--- src/rtl/btn_event_arbiter.sv ---
`default_nettype none
// +--------------------------------------------------------------------------+
// | Module      : btn_event_arbiter                                          |
// | Description : Classifies debounced button levels into SHORT/LONG/REPEAT  |
// |               events and arbitrates them round-robin onto one valid/     |
// |               ready channel. Define BTN_AUTO_REPEAT_EN for REPEAT events.|
// | Revision    : 1.0 - initial release                                      |
// +--------------------------------------------------------------------------+
module btn_event_arbiter #(
  parameter int NUM_BTN   = 4,
  parameter int TICK_DIV  = 100_000,
  parameter int LONG_MS   = 1000,
  parameter int REPEAT_MS = 200
) (
  input  logic                       iClk,
  input  logic                       iRst,
  input  logic [NUM_BTN-1:0]         iBtnLvl,
  input  logic                       iEvtReady,
  output logic                       oEvtValid,
  output logic [$clog2(NUM_BTN)-1:0] oEvtId,
  output logic [1:0]                 oEvtType,
  output logic                       oOvf
);

  localparam int c_ID_W   = $clog2(NUM_BTN);
  localparam int c_TICK_W = $clog2(TICK_DIV);
  localparam int c_MS_MAX = (LONG_MS > REPEAT_MS) ? LONG_MS : REPEAT_MS;
  localparam int c_MS_W   = (c_MS_MAX > 1) ? $clog2(c_MS_MAX) : 1;

  localparam logic [1:0] c_EVT_NONE   = 2'b00;
  localparam logic [1:0] c_EVT_SHORT  = 2'b01;
  localparam logic [1:0] c_EVT_LONG   = 2'b10;
`ifdef BTN_AUTO_REPEAT_EN
  localparam logic [1:0] c_EVT_REPEAT = 2'b11;
`endif

  typedef enum logic [1:0] {
    ST_IDLE  = 2'd0,
    ST_PRESS = 2'd1,
    ST_HOLD  = 2'd2
  } state_t;

  logic [c_TICK_W-1:0]     r_tick;
  logic                    w_msTick;
  logic [NUM_BTN-1:0]      r_prev;
  logic [NUM_BTN-1:0]      w_post;
  logic [NUM_BTN-1:0][1:0] w_postType;

  logic [NUM_BTN-1:0]      r_pendV;
  logic [NUM_BTN-1:0][1:0] r_pendT;
  logic [NUM_BTN-1:0]      w_pendVNxt;
  logic [NUM_BTN-1:0][1:0] w_pendTNxt;
  logic [c_ID_W-1:0]       r_ptr;
  logic                    r_evtValid;
  logic [c_ID_W-1:0]       r_evtId;
  logic [1:0]              r_evtType;
  logic                    r_ovf;

  logic                    w_accept;
  logic                    w_lock;
  logic [NUM_BTN-1:0]      w_acceptMask;
  logic [c_ID_W-1:0]       w_ptrInc;
  logic [c_ID_W-1:0]       w_arbPtr;
  logic [NUM_BTN-1:0]      w_arbV;
  logic                    w_ovf;
  logic                    w_gntFound;
  logic [c_ID_W-1:0]       w_gntId;
  logic [1:0]              w_gntType;
  int                      w_scanIdx;

  assign w_msTick = (r_tick == c_TICK_W'(TICK_DIV - 1));

  always_ff @(posedge iClk or posedge iRst) begin
    if (iRst) begin
      r_tick <= '0;
      r_prev <= '0;
    end else begin
      r_tick <= w_msTick ? '0 : r_tick + 1'b1;
      r_prev <= iBtnLvl;
    end
  end

  for (genvar gi = 0; gi < NUM_BTN; gi++) begin : g_btn
    state_t            r_state;
    logic [c_MS_W-1:0] r_ms;
    logic              w_rise;
    logic              w_fall;
    logic              w_longHit;
    logic              w_postL;
    logic [1:0]        w_typeL;

    assign w_rise    = iBtnLvl[gi] & ~r_prev[gi];
    assign w_fall    = ~iBtnLvl[gi] & r_prev[gi];
    assign w_longHit = w_msTick && (r_ms == c_MS_W'(LONG_MS - 1));
`ifdef BTN_AUTO_REPEAT_EN
    logic w_repHit;
    assign w_repHit  = w_msTick && (r_ms == c_MS_W'(REPEAT_MS - 1));
`endif

    // Release is checked first so it wins over a coincident threshold.
    always_comb begin
      w_postL = 1'b0;
      w_typeL = c_EVT_NONE;
      case (r_state)
        ST_PRESS: begin
          if (w_fall) begin
            w_postL = 1'b1;
            w_typeL = c_EVT_SHORT;
          end else if (w_longHit) begin
            w_postL = 1'b1;
            w_typeL = c_EVT_LONG;
          end
        end
`ifdef BTN_AUTO_REPEAT_EN
        ST_HOLD: begin
          if (!w_fall && w_repHit) begin
            w_postL = 1'b1;
            w_typeL = c_EVT_REPEAT;
          end
        end
`endif
        default: ;
      endcase
    end

    assign w_post[gi]     = w_postL;
    assign w_postType[gi] = w_typeL;

    always_ff @(posedge iClk or posedge iRst) begin
      if (iRst) begin
        r_state <= ST_IDLE;
        r_ms    <= '0;
      end else begin
        case (r_state)
          ST_IDLE: begin
            if (w_rise) begin
              r_state <= ST_PRESS;
              r_ms    <= '0;
            end
          end
          ST_PRESS: begin
            if (w_fall) begin
              r_state <= ST_IDLE;
            end else if (w_longHit) begin
              r_state <= ST_HOLD;
              r_ms    <= '0;
            end else if (w_msTick) begin
              r_ms <= r_ms + 1'b1;
            end
          end
          ST_HOLD: begin
            if (w_fall) begin
              r_state <= ST_IDLE;
`ifdef BTN_AUTO_REPEAT_EN
            end else if (w_repHit) begin
              r_ms <= '0;
            end else if (w_msTick) begin
              r_ms <= r_ms + 1'b1;
`endif
            end
          end
          default: r_state <= ST_IDLE;
        endcase
      end
    end
  end

  assign w_accept     = r_evtValid & iEvtReady;
  assign w_lock       = r_evtValid & ~iEvtReady;
  assign w_acceptMask = w_accept ? (NUM_BTN'(1) << r_evtId) : '0;
  assign w_ptrInc     = (r_evtId == c_ID_W'(NUM_BTN - 1)) ? '0 : r_evtId + 1'b1;
  assign w_arbPtr     = w_accept ? w_ptrInc : r_ptr;
  assign w_arbV       = r_pendV & ~w_acceptMask;

  // A post landing on the slot being accepted re-arms it without overflow.
  always_comb begin
    w_pendVNxt = r_pendV & ~w_acceptMask;
    w_pendTNxt = r_pendT;
    w_ovf      = 1'b0;
    for (int b = 0; b < NUM_BTN; b++) begin
      if (w_post[b]) begin
        if (r_pendV[b] && !w_acceptMask[b]) begin
          w_ovf = 1'b1;
        end
        w_pendVNxt[b] = 1'b1;
        w_pendTNxt[b] = w_postType[b];
      end
    end
  end

  always_comb begin
    w_gntFound = 1'b0;
    w_gntId    = '0;
    w_scanIdx  = 0;
    for (int o = 0; o < NUM_BTN; o++) begin
      w_scanIdx = int'(w_arbPtr) + o;
      if (w_scanIdx >= NUM_BTN) begin
        w_scanIdx = w_scanIdx - NUM_BTN;
      end
      if (!w_gntFound && w_arbV[w_scanIdx]) begin
        w_gntFound = 1'b1;
        w_gntId    = c_ID_W'(w_scanIdx);
      end
    end
    w_gntType = w_gntFound ? w_pendTNxt[w_gntId] : c_EVT_NONE;
  end

  always_ff @(posedge iClk or posedge iRst) begin
    if (iRst) begin
      r_pendV    <= '0;
      r_pendT    <= '0;
      r_ptr      <= '0;
      r_evtValid <= 1'b0;
      r_evtId    <= '0;
      r_evtType  <= c_EVT_NONE;
      r_ovf      <= 1'b0;
    end else begin
      r_pendV <= w_pendVNxt;
      r_pendT <= w_pendTNxt;
      r_ovf   <= w_ovf;
      if (w_accept) begin
        r_ptr <= w_ptrInc;
      end
      if (!w_lock) begin
        r_evtValid <= w_gntFound;
        r_evtId    <= w_gntId;
        r_evtType  <= w_gntType;
      end
    end
  end

  assign oEvtValid = r_evtValid;
  assign oEvtId    = r_evtId;
  assign oEvtType  = r_evtType;
  assign oOvf      = r_ovf;

endmodule
`default_nettype wire
--- config.mk ---
export PLATFORM = sky130hd
export DESIGN_NAME = btn_event_arbiter
export DESIGN_NICKNAME = d
export VERILOG_FILES = /design/src/rtl/btn_event_arbiter.sv
export SDC_FILE = /design/constraint.sdc
export NUM_CORES = 1
export LEC_CHECK = 0
export ABC_AREA = 1
export BUFFER_PORTS_ARGS = -buffer_cell sky130_fd_sc_hd__buf_2
export CAP_MARGIN = 20
export CELL_PAD_IN_SITES_DETAIL_PLACEMENT = 1
export CELL_PAD_IN_SITES_GLOBAL_PLACEMENT = 1
export CORE_MARGIN = 2
export CORE_UTILIZATION = 41
export CTS_CLUSTER_DIAMETER = 200
export DETAILED_ROUTE_END_ITERATION = 7
export PLACE_DENSITY_LB_ADDON = 0.1
export SLEW_MARGIN = 5
export SYNTH_ARGS = -nofsm -noshare
export SYNTH_HDL_FRONTEND = slang
export SYNTH_SLANG_ARGS = --single-unit
--- constraint.sdc ---
create_clock -name iClk -period 6.5 [get_ports iClk]
set_clock_uncertainty 0.1 [all_clocks]
set_input_delay 0.325 -clock iClk [delete_from_list [all_inputs] [get_ports iClk]]
set_output_delay 0.325 -clock iClk [all_outputs]
set_load 0.01 [all_outputs]
After elaboration in Yosys (flattened, before gate mapping):

Index checks and enable logic that the tools add are counted.

* add/sub/neg operators: 13
* order comparisons: 9
* equal/unequal tests: 34
* shift-type cells: 1
* mux-type cells: 111
* bitwise operators: 21
* reductions and logical operators: 34

Operators with widths (number)
* 2-to-1 mux 10 bit: 16
* less-than comparator 32 x 4 -> 1 bit, second input constant: 4
* 2-to-1 mux 32 bit: 4
* 2-to-1 mux 2 bit: 40
* one-hot mux 10 bit (2 select lines): 4
* adder 10 x 1 -> 10 bit, second input constant: 4
* == test 10 bit, second input constant: 4
* 2-to-1 mux 1 bit: 36
* inequality test 2 bit, second input constant: 12
* inequality test 3 bit, second input constant: 8
* one-hot mux 2 bit (3 select lines): 4
* adder 17 x 1 -> 17 bit, second input constant: 1
* == test 17 bit, second input constant: 1
* 2-to-1 mux 17 bit: 1
* AND reduction 4 bit: 4
* AND reduction 3 bit: 4
* subtractor 3 x 3 -> 4 bit, second input constant: 3
* logical AND 1 bit: 11
* AND 1 bit: 10
* == test 2 bit, second input constant: 5
* greater-or-equal comparator 3 bit, second input constant: 3
* inverter 1 bit: 9
* binary-select mux 1 bit (select 2 bit): 4
* == test 2 x 1 -> 1 bit, second input constant: 4
* 14 further kinds: 27

* register bits after elaboration: 89
* input port bits: 7
* output and inout bits: 6
* logic and storage cells: 243

Depth between registers and ports, before layout:

Gate-level depths: netlist of run 1.

* word-level depth: 21
* gate-level depth with buffers: 17
* mapped depth without buffers: 17

Worst setup path before layout of run 1:

Ideal clock, no wire load.

* path type: reg2reg
* start point: register r_evtId[0] (netlist: oEvtId[0])
* end point: register r_evtType[0] (netlist: oEvtType[0])
* library setup time: 0.117 ns
* arrival: 1.928 ns
* data required time: 6.283 ns
* slack: 4.354 ns
* cell stages (with the launch flop): 18
* buffers on the path: 0
* clock period less this slack: 2.146 ns
* cell sequence: dfrtp_1 > inv_1 > ha_1 > nand3_1 > nand2_2 > inv_1 > nand2_1 > nand2_1 > nand2_1 > nand2_1 > nor2_4 > nand3_1 > nand3_1 > nand2_2 > inv_1 > nand3_1 > nand3_1 > nand2_1

* cells in the longest elaborated chain, start to end: 21
* elaborated cells on any way between the ends: 52
* classes of those cells: 8 x add/sub; 4 x order compare; 1 x eq/ne; 1 x shift; 30 x mux; 2 x bitwise; 6 x reduce/logical

RTL lines
* start: declaration: RTL line 55 `logic [c_ID_W-1:0] r_evtId;`
* start signal: assignment: RTL line 226 `r_evtId <= w_gntId;`
* adder 2 x 1 -> 2 bit or == test 2 bit (tied branches): RTL line 171 `assign w_ptrInc = (r_evtId == c_ID_W'(NUM_BTN - 1)) ? '0 : r_evtId + 1'b1;`
* 2-to-1 mux 2 bit (*): RTL line 171
* 2-to-1 mux 2 bit (*)
* net w_arbPtr[1]: RTL line 63 `logic [c_ID_W-1:0] w_arbPtr;`
* parallel branches: the longest is 17 deep, another holds subtractor 3 x 3 -> 4 bit
* 2-to-1 mux 2 bit (*): RTL line 205 `w_gntType = w_gntFound ? w_pendTNxt[w_gntId] : c_EVT_NONE;`
* end signal: assignment: RTL line 215 `r_evtType <= c_EVT_NONE;`
* end signal: assignment: RTL line 227 `r_evtType <= w_gntType;`
* end: declaration: RTL line 56 `logic [1:0] r_evtType;`

Mark *: on every way through the listed nets, which the timed path passes. The select of a mux whose other input is x is not followed.
A chain may end at the register's enable or synchronous reset.

Worst setup path after layout of run 1:

* start point: register r_evtId[0] (netlist: oEvtId[0])
* end point: register r_evtType[1] (netlist: oEvtType[1])

Same word-level chain as after synthesis.

==> results of run 1 <==
[cell usage after synthesis (5+ instances only)]
cell type	instances
o21ai_0	41
ha_1	9
nand2_1	131
nand2_2	12
nor3b_1	7
nor3_1	17
a21oi_1	26
nor2_4	5
nand3_1	57
nand4_1	9
dfrtp_1	89
nor2_1	79
o21a_1	6
inv_1	99
[registers in the layout, summed over array words and instances (netlist names)]
register	flops
r_ptr	2
r_pendT	8
oEvtValid	1
r_tick	17
g_btn.r_ms	40
g_btn.r_state	8
r_pendV	4
r_prev	4
oOvf	1
oEvtType	2
oEvtId	2
[power breakdown]
part	internal, mW	leakage (nW)	total [mW]	switching (mW)
registers	0.634	1.16	0.690	0.0558
clock network	0.268	0.122	0.484	0.216
logic	0.262	1.34	0.795	0.533
total	1.16	2.62	1.97	0.805
[final cells by class]
class | count | share of cell area
clock inverters | 2 | 0.00278
repair buffers | 14 | 0.0144
clock buffers | 13 | 0.0464
flip-flops and latches | 89 | 0.413
inverters | 103 | 0.0723
well taps | 143 | 0.0332
multi-input cells | 438 | 0.418
[how the worst max path moves through the flow]
stage | startpoint | cells after the start | endpoint
floorplan | iRst | 1 | g_btn[0].r_ms[0]
global placement | oEvtId[0] | 17 | oEvtType[1]
detailed placement | oEvtId[0] | 17 | oEvtType[1]
CTS | r_tick[0] | 13 | oOvf
global route | r_tick[0] | 12 | g_btn[1].r_ms[8]
finish | oEvtId[0] | 17 | oEvtType[1]
[layer usage]
layer	GRT usage	up-vias	routed length, um
li1	-	2081	-
met1	0.252	2020	5510
met2	0.340	30	5680
met3	0.0445	13	315
met4	0.0659	0	219
met5	0	-	0
[logic make-up after synthesis]
logic type | count (synthesis) | synth area share
adder cells (fa/ha/maj) | 9 | 0.0231
flip-flops | 89 | 0.457
AO/OA/AOI/OAI | 96 | 0.121
XOR/XNOR | 4 | 0.00719
buffers and inverters | 103 | 0.0798
AND/OR/NAND/NOR | 329 | 0.312
[cells in the final DEF (no fill, tap or decap), types with 3 or more instances in the layout]
cell type / n
nand2_1: 131
inv_1: 98
dfrtp_1: 89
nor2_1: 79
nand3_1: 57
o21ai_0: 41
a21oi_1: 26
nor3_1: 17
nand2_2: 12
buf_2: 12
nand4_1: 9
ha_1: 9
clkbuf_16: 9
nor3b_1: 7
o21a_1: 6
nor2_4: 5
a31oi_1: 3
o31ai_1: 3
o21ai_2: 3
a21boi_4: 3
clkbuf_1: 3
[repair_timing]
action | 4_1_cts | 5_1_grt
endpoints found under the hold margin | 29 | 0
hold buffers | 1 | 0
buffers inserted | 0 | 0
==> results.sh, run 1 <==
export IMPL_status="finished, violations left"
export IMPL_failed_checks="design-rule violations"
export IMPL_ys_ff_latch=89
export IMPL_clock_latency_ns=0.35
export IMPL_arrival_ns=2.57
export IMPL_antenna_left=0
export IMPL_hold_depth=1
export IMPL_tightest_slew_ns=0.801
export IMPL_synthesis_instances=630
export IMPL_min_from="iBtnLvl[0]"
export IMPL_synth_edf_count=0
export IMPL_syn_avg_cell_area_um2=7.74
export IMPL_min_path_type="in2reg"
export IMPL_core_area_um2=11500
export IMPL_ff2ff_path_depth=17
export IMPL_register_area_um2=2230
export IMPL_drive_gt1_frac=0.0926
export IMPL_rrSetupSlack_ns=4.08
export IMPL_grt_pass1_wl_um=20500
export IMPL_ir_drop_v=0.000164
export IMPL_finalCritPeriodShare=0.373
export IMPL_antenna_found_initial=0
export IMPL_min_to="r_prev[0]"
export IMPL_root_buffer="clkbuf_16"
export IMPL_powerDensity_nw_per_um2=365
export IMPL_diodes=0
export IMPL_tns_ns=0
export IMPL_placed_area_um2=5120
export IMPL_endpoint_kind="register"
export IMPL_syn_to_final_growth_pct=10.7
export IMPL_top_level_ports=13
export IMPL_ys_top_cells_by_area="dfrtp_1, nand2_1, inv_1"
export IMPL_cts_made_buffers=9
export IMPL_grt_pass1_vias=4348
export IMPL_drtPass1Iterations=6
export IMPL_crit_slowest_cell="dfrtp_1"
export IMPL_clockBufferDepth=2
export IMPL_r2r_start="oEvtId[0]"
export IMPL_slew_violations=0
export IMPL_multi_input_area_um2=2260
export IMPL_drc=1
export IMPL_startpoint_type="register"
export IMPL_initial_core_util=0.423
export IMPL_utilization=0.469
export IMPL_synth_top_cell_area_share=0.457
export IMPL_ys_types=40
export IMPL_wl_um=11700
export IMPL_rows=39
export IMPL_cp_num_buf_inv=3
export IMPL_p_total_mw=1.97
export IMPL_cts_max_level=3
export IMPL_wl_per_cell_um=14.6
export IMPL_cts_sinks=89
export IMPL_maxCapViolCount=0
export IMPL_fin_area_um2=5400
export IMPL_path_delay_family="simple AND/OR/NAND/NOR gates"
export IMPL_ys_async_sr_fraction=1.00
export IMPL_cts_repair_resized=0
export IMPL_io_buffers=12
export IMPL_die_x_um=113
export IMPL_post_place_ws_ns=4.06
export IMPL_detail_route_vias_per_cell=5.17
export IMPL_grt_setup_unrepaired="false"
export IMPL_cp_slowest_stage_delay_ns=0.44
export IMPL_fin_nets=671
export IMPL_syn_area_um2=4870
export IMPL_clkTransAtPathRegs_ns=0.07
export IMPL_drtIter0Drc=151
export IMPL_fillerInstances=1444
export IMPL_grt_max_degree=61
export IMPL_slew_headroom=0.466
export IMPL_ys_flop_type="dfrtp_1"
export IMPL_critPathKind="reg2reg"
export IMPL_path_cells="inv_1, ha_1, nand3_1, nand2_2, inv_1, nand2_1, nand2_1, nand2_1, nand2_1, nor2_4, nand3_1, nand3_1, nand2_2, inv_1, nand3_1, nand3_1, nand2_1"
export IMPL_cts_tree="yes"
export IMPL_ys_seq_area_frac=0.457
export IMPL_route_vias_total=4144
export IMPL_hold_viol_final=0
export IMPL_stdcell_count=802
export IMPL_setup_ws_ns=4.08
export IMPL_grtUsageTotal=0.199
export IMPL_leakage_nw=2.62
export IMPL_timing_hold_ws_ns=0.0104
export IMPL_ys_warn_count=0
export IMPL_dieHeight_um=113
export IMPL_timing_final_crit_period_ns=2.42
export IMPL_dp_cells=786
export IMPL_cp_required_ns=6.64
export IMPL_die_area_um2=12800
export IMPL_fmax_mhz=413
export IMPL_gp_congestion=0.885
export IMPL_syn_nets=646
export IMPL_reg2reg_to="oEvtType[1]"
export IMPL_gr_total_overflow=0
export IMPL_dp_hpwl_um=8780
export IMPL_finalSetupViolations=0
export IMPL_yosysTopAreaCell="dfrtp_1"
export IMPL_crit_path_max_fanout=6
Note: power is estimated with default switching activity, not from simulation.
==> run 2, diff against run 1 <==
--- a/config.mk
+++ b/config.mk
@@ -5,7 +5,7 @@
 export SDC_FILE = /design/constraint.sdc
 export NUM_CORES = 1
 export LEC_CHECK = 0
-export ABC_AREA = 1
+export ABC_AREA = 0
 export BUFFER_PORTS_ARGS = -buffer_cell sky130_fd_sc_hd__buf_2
 export CAP_MARGIN = 20
 export CELL_PAD_IN_SITES_DETAIL_PLACEMENT = 1
==> constraint.sdc (replaced) <==
create_clock -name iClk -period 2.5 [get_ports iClk]
set_clock_uncertainty 0.1 [all_clocks]
set_input_delay 0.125 -clock iClk [delete_from_list [all_inputs] [get_ports iClk]]
set_output_delay 0.125 -clock iClk [all_outputs]
set_load 0.01 [all_outputs]
==> run 2 against run 1 <==
Net effect: the flow now finishes without violations; clock power up 130%; worst setup slack worse by 4.0 ns; global-route usage down 0.94 points; core utilization up 3.2 points; non-clock buffer count up 37; sequential cell count unchanged; combinational power up 13%; critical path depth down 9; critical path type unchanged.
==> results.sh, run 2 <==
export IMPL_status="complete, no violations"
export IMPL_final_common_cell="dfrtp_1"
export IMPL_reg2reg_to="g_btn[3].r_ms[8]"
export IMPL_antenna_found_initial=0
export IMPL_syn_area_um2=4430
export IMPL_critPathKind="reg2reg"
export IMPL_crit_end="g_btn[3].r_ms[8]"
export IMPL_drive_gt1_frac=0.160
export IMPL_fmax_mhz=410
export IMPL_cp_startpoint="r_tick[6]"
export IMPL_gr_total_overflow=0
export IMPL_cts_made_buffers=9
export IMPL_cts_sinks=89
export IMPL_ys_seq_area_frac=0.503
export IMPL_die_x_um=108
export IMPL_largest_register="g_btn.r_ms"
export IMPL_slew_headroom=0.428
export IMPL_leakage_nw=2.39
export IMPL_r2r_start="r_tick[6]"
export IMPL_ys_async_sr_fraction=1.00
export IMPL_wl_met2_um=4930
export IMPL_dieHeight_um=108
export IMPL_stdcell_count=656
export IMPL_register_area_um2=2230
export IMPL_drc=0
export IMPL_maxCapViolCount=0
export IMPL_ys_flop_type="dfrtp_1"
export IMPL_dp_cells=627
export IMPL_syn_to_final_growth_pct=17.9
export IMPL_syn_nets=475
export IMPL_multi_input_area_um2=2180
export IMPL_dr_wl_met3_um=143
export IMPL_wl_um=10200
export IMPL_initial_core_util=0.425
export IMPL_endpoint_kind="register"
export IMPL_clockBufferDepth=2
export IMPL_drtPass1Iterations=4
export IMPL_synth_common_cells="dfrtp_1, nor2_1, nand2_1"
export IMPL_rows=37
export IMPL_synth_edf_count=0
export IMPL_powerDensity_nw_per_um2=718
export IMPL_detail_route_vias_per_cell=5.35
export IMPL_clkTransAtPathRegs_ns=0.09
export IMPL_dp_hpwl_um=7340
export IMPL_fin_nets=531
export IMPL_ir_drop_v=0.000337
export IMPL_gp_congestion=0.780
export IMPL_rrSetupSlack_ns=0.06
export IMPL_core_area_um2=10400
export IMPL_startpoint_type="register"
export IMPL_fin_area_um2=5220
export IMPL_cts_max_level=3
export IMPL_top_level_ports=13
export IMPL_io_buffers=12
export IMPL_min_path_type="in2reg"
export IMPL_ys_ff_latch=89
export IMPL_grt_max_degree=37
export IMPL_crit_path_max_fanout=7
export IMPL_fillerInstances=1193
export IMPL_slew_violations=0
export IMPL_drtIter0Drc=140
export IMPL_finalSetupViolations=0
export IMPL_finalCritPeriodShare=0.976
export IMPL_ff2ff_path_depth=8
export IMPL_route_vias_total=3509
export IMPL_wl_per_cell_um=15.5
export IMPL_largest_reg_flops=40
export IMPL_antenna_left=0
export IMPL_grtUsageTotal=0.190
export IMPL_grt_pass1_vias=3731
export IMPL_clock_latency_ns=0.36
export IMPL_cts_tree="yes"
export IMPL_hold_viol_final=0
export IMPL_grt_pass1_wl_um=17600
export IMPL_syn_avg_cell_area_um2=9.64
export IMPL_timing_final_crit_period_ns=2.44
export IMPL_cp_required_ns=2.66
export IMPL_grt_setup_unrepaired="true"
export IMPL_ys_warn_count=0
export IMPL_placed_area_um2=4840
export IMPL_layout_common_cells="dfrtp_1, nor2_1, nand2_1, buf_4, nand3_1"
export IMPL_root_buffer="clkbuf_8"
export IMPL_synthesis_instances=459
export IMPL_synth_most_common_cell="dfrtp_1"
export IMPL_diodes=0
export IMPL_largestRegisters="g_btn.r_ms: 40 flops, r_tick: 17 flops"
export IMPL_tightest_slew_ns=0.856
export IMPL_highest_layer="met4"
export IMPL_ys_top_cells_by_area="dfrtp_1, xor2_1, nor2_1"
export IMPL_hold_depth=4
export IMPL_wl_met1_um=5010
export IMPL_arrival_ns=2.60
export IMPL_ys_types=44
export IMPL_die_area_um2=11600
export IMPL_synth_top_cell_area_share=0.503
export IMPL_yosysTopAreaCell="dfrtp_1"
==> run 2: cell count changes after synthesis, moves of 13 or more <==
cell / delta
inv_1: -89
nand2_1: -81
nand3_1: -29
nor2_1: -24
xor2_1: +22
o21ai_0: -19
nand2b_1: +15
and3_1: +13
==> run 2: final cells by class <==
type | instances | share of cell area
Clock inverter | 5 | 0.0151
Tap cell | 136 | 0.0326
Inverter | 10 | 0.00791
Multi-Input combinational cell | 354 | 0.417
Timing Repair Buffer | 51 | 0.0731
Sequential cell | 89 | 0.427
Clock buffer | 11 | 0.0271
==> run 2: worst min-delay path by stage <==
stage	start	to	slack, ns
final	iEvtReady	oEvtId[0]	0.08
after global routing	iEvtReady	oEvtId[0]	0.10
after CTS	iEvtReady	oEvtId[0]	0.06
after detailed placement	iBtnLvl[2]	r_prev[2]	0.15
after global placement	iBtnLvl[2]	r_prev[2]	0.15
after floorplan	iBtnLvl[0]	r_prev[0]	0.06
==> run 2: metrics by stage <==
stage | setup TNS, ns | hold slack, ns | total power, mW | setup slack (ns) | util
after global placement | 0 | 0.153 | 2.60 | 0.0158 | 0.465
after floorplan | 0 | 0.0564 | 2.35 | 0.00206 | -
after detailed placement | -0.108 | 0.154 | 2.63 | -0.0659 | 0.465
after global routing | -0.293 | 0.102 | 3.99 | -0.0789 | 0.501
final | 0 | 0.0764 | 3.75 | 0.0594 | 0.501
after CTS | 0 | 0.0577 | 3.76 | 0.000973 | 0.492
==> run 2: cell families after synthesis <==
group	count (synthesis)	synth area share
buf+inv	16	0.0141
xor+xnor	35	0.0693
flops	89	0.503
simple gates	231	0.271
compound gates	70	0.0961
fa+ha+maj	9	0.0254
mux	9	0.0206
==> run 2: worst max-delay path: stages (launching register included) <==
cell and delay, ns:
dfrtp_1 0.39, or4b_4 0.57, nor4_4 0.26, buf_6 0.18, a21oi_2 0.07, or2_4 0.28, nor4_4 0.27, xnor2_1 0.17
nor2_1 0.06
==> run 2: report_power, final <==
group	internal, mW	total, mW	switching (mW)
Combinational	0.381	0.897	0.516
Sequential	1.60	1.73	0.128
Clock	0.590	1.12	0.532
==> run 2: what timing repair did <==
action                                  CTS  global route
hold buffers                              5             0
endpoints found under the setup margin    4            23
pin swaps                                 1             5
endpoints found under the hold margin    39             0
resized for setup                         2            13
buffers inserted                          1             7
==> run 2: layer usage <==
metal | vias up | GRT usage
met5 | - | 0
li1 | 1719 | -
met4 | 0 | 0.0632
met1 | 1756 | 0.259
met3 | 10 | 0.0254
met2 | 24 | 0.312
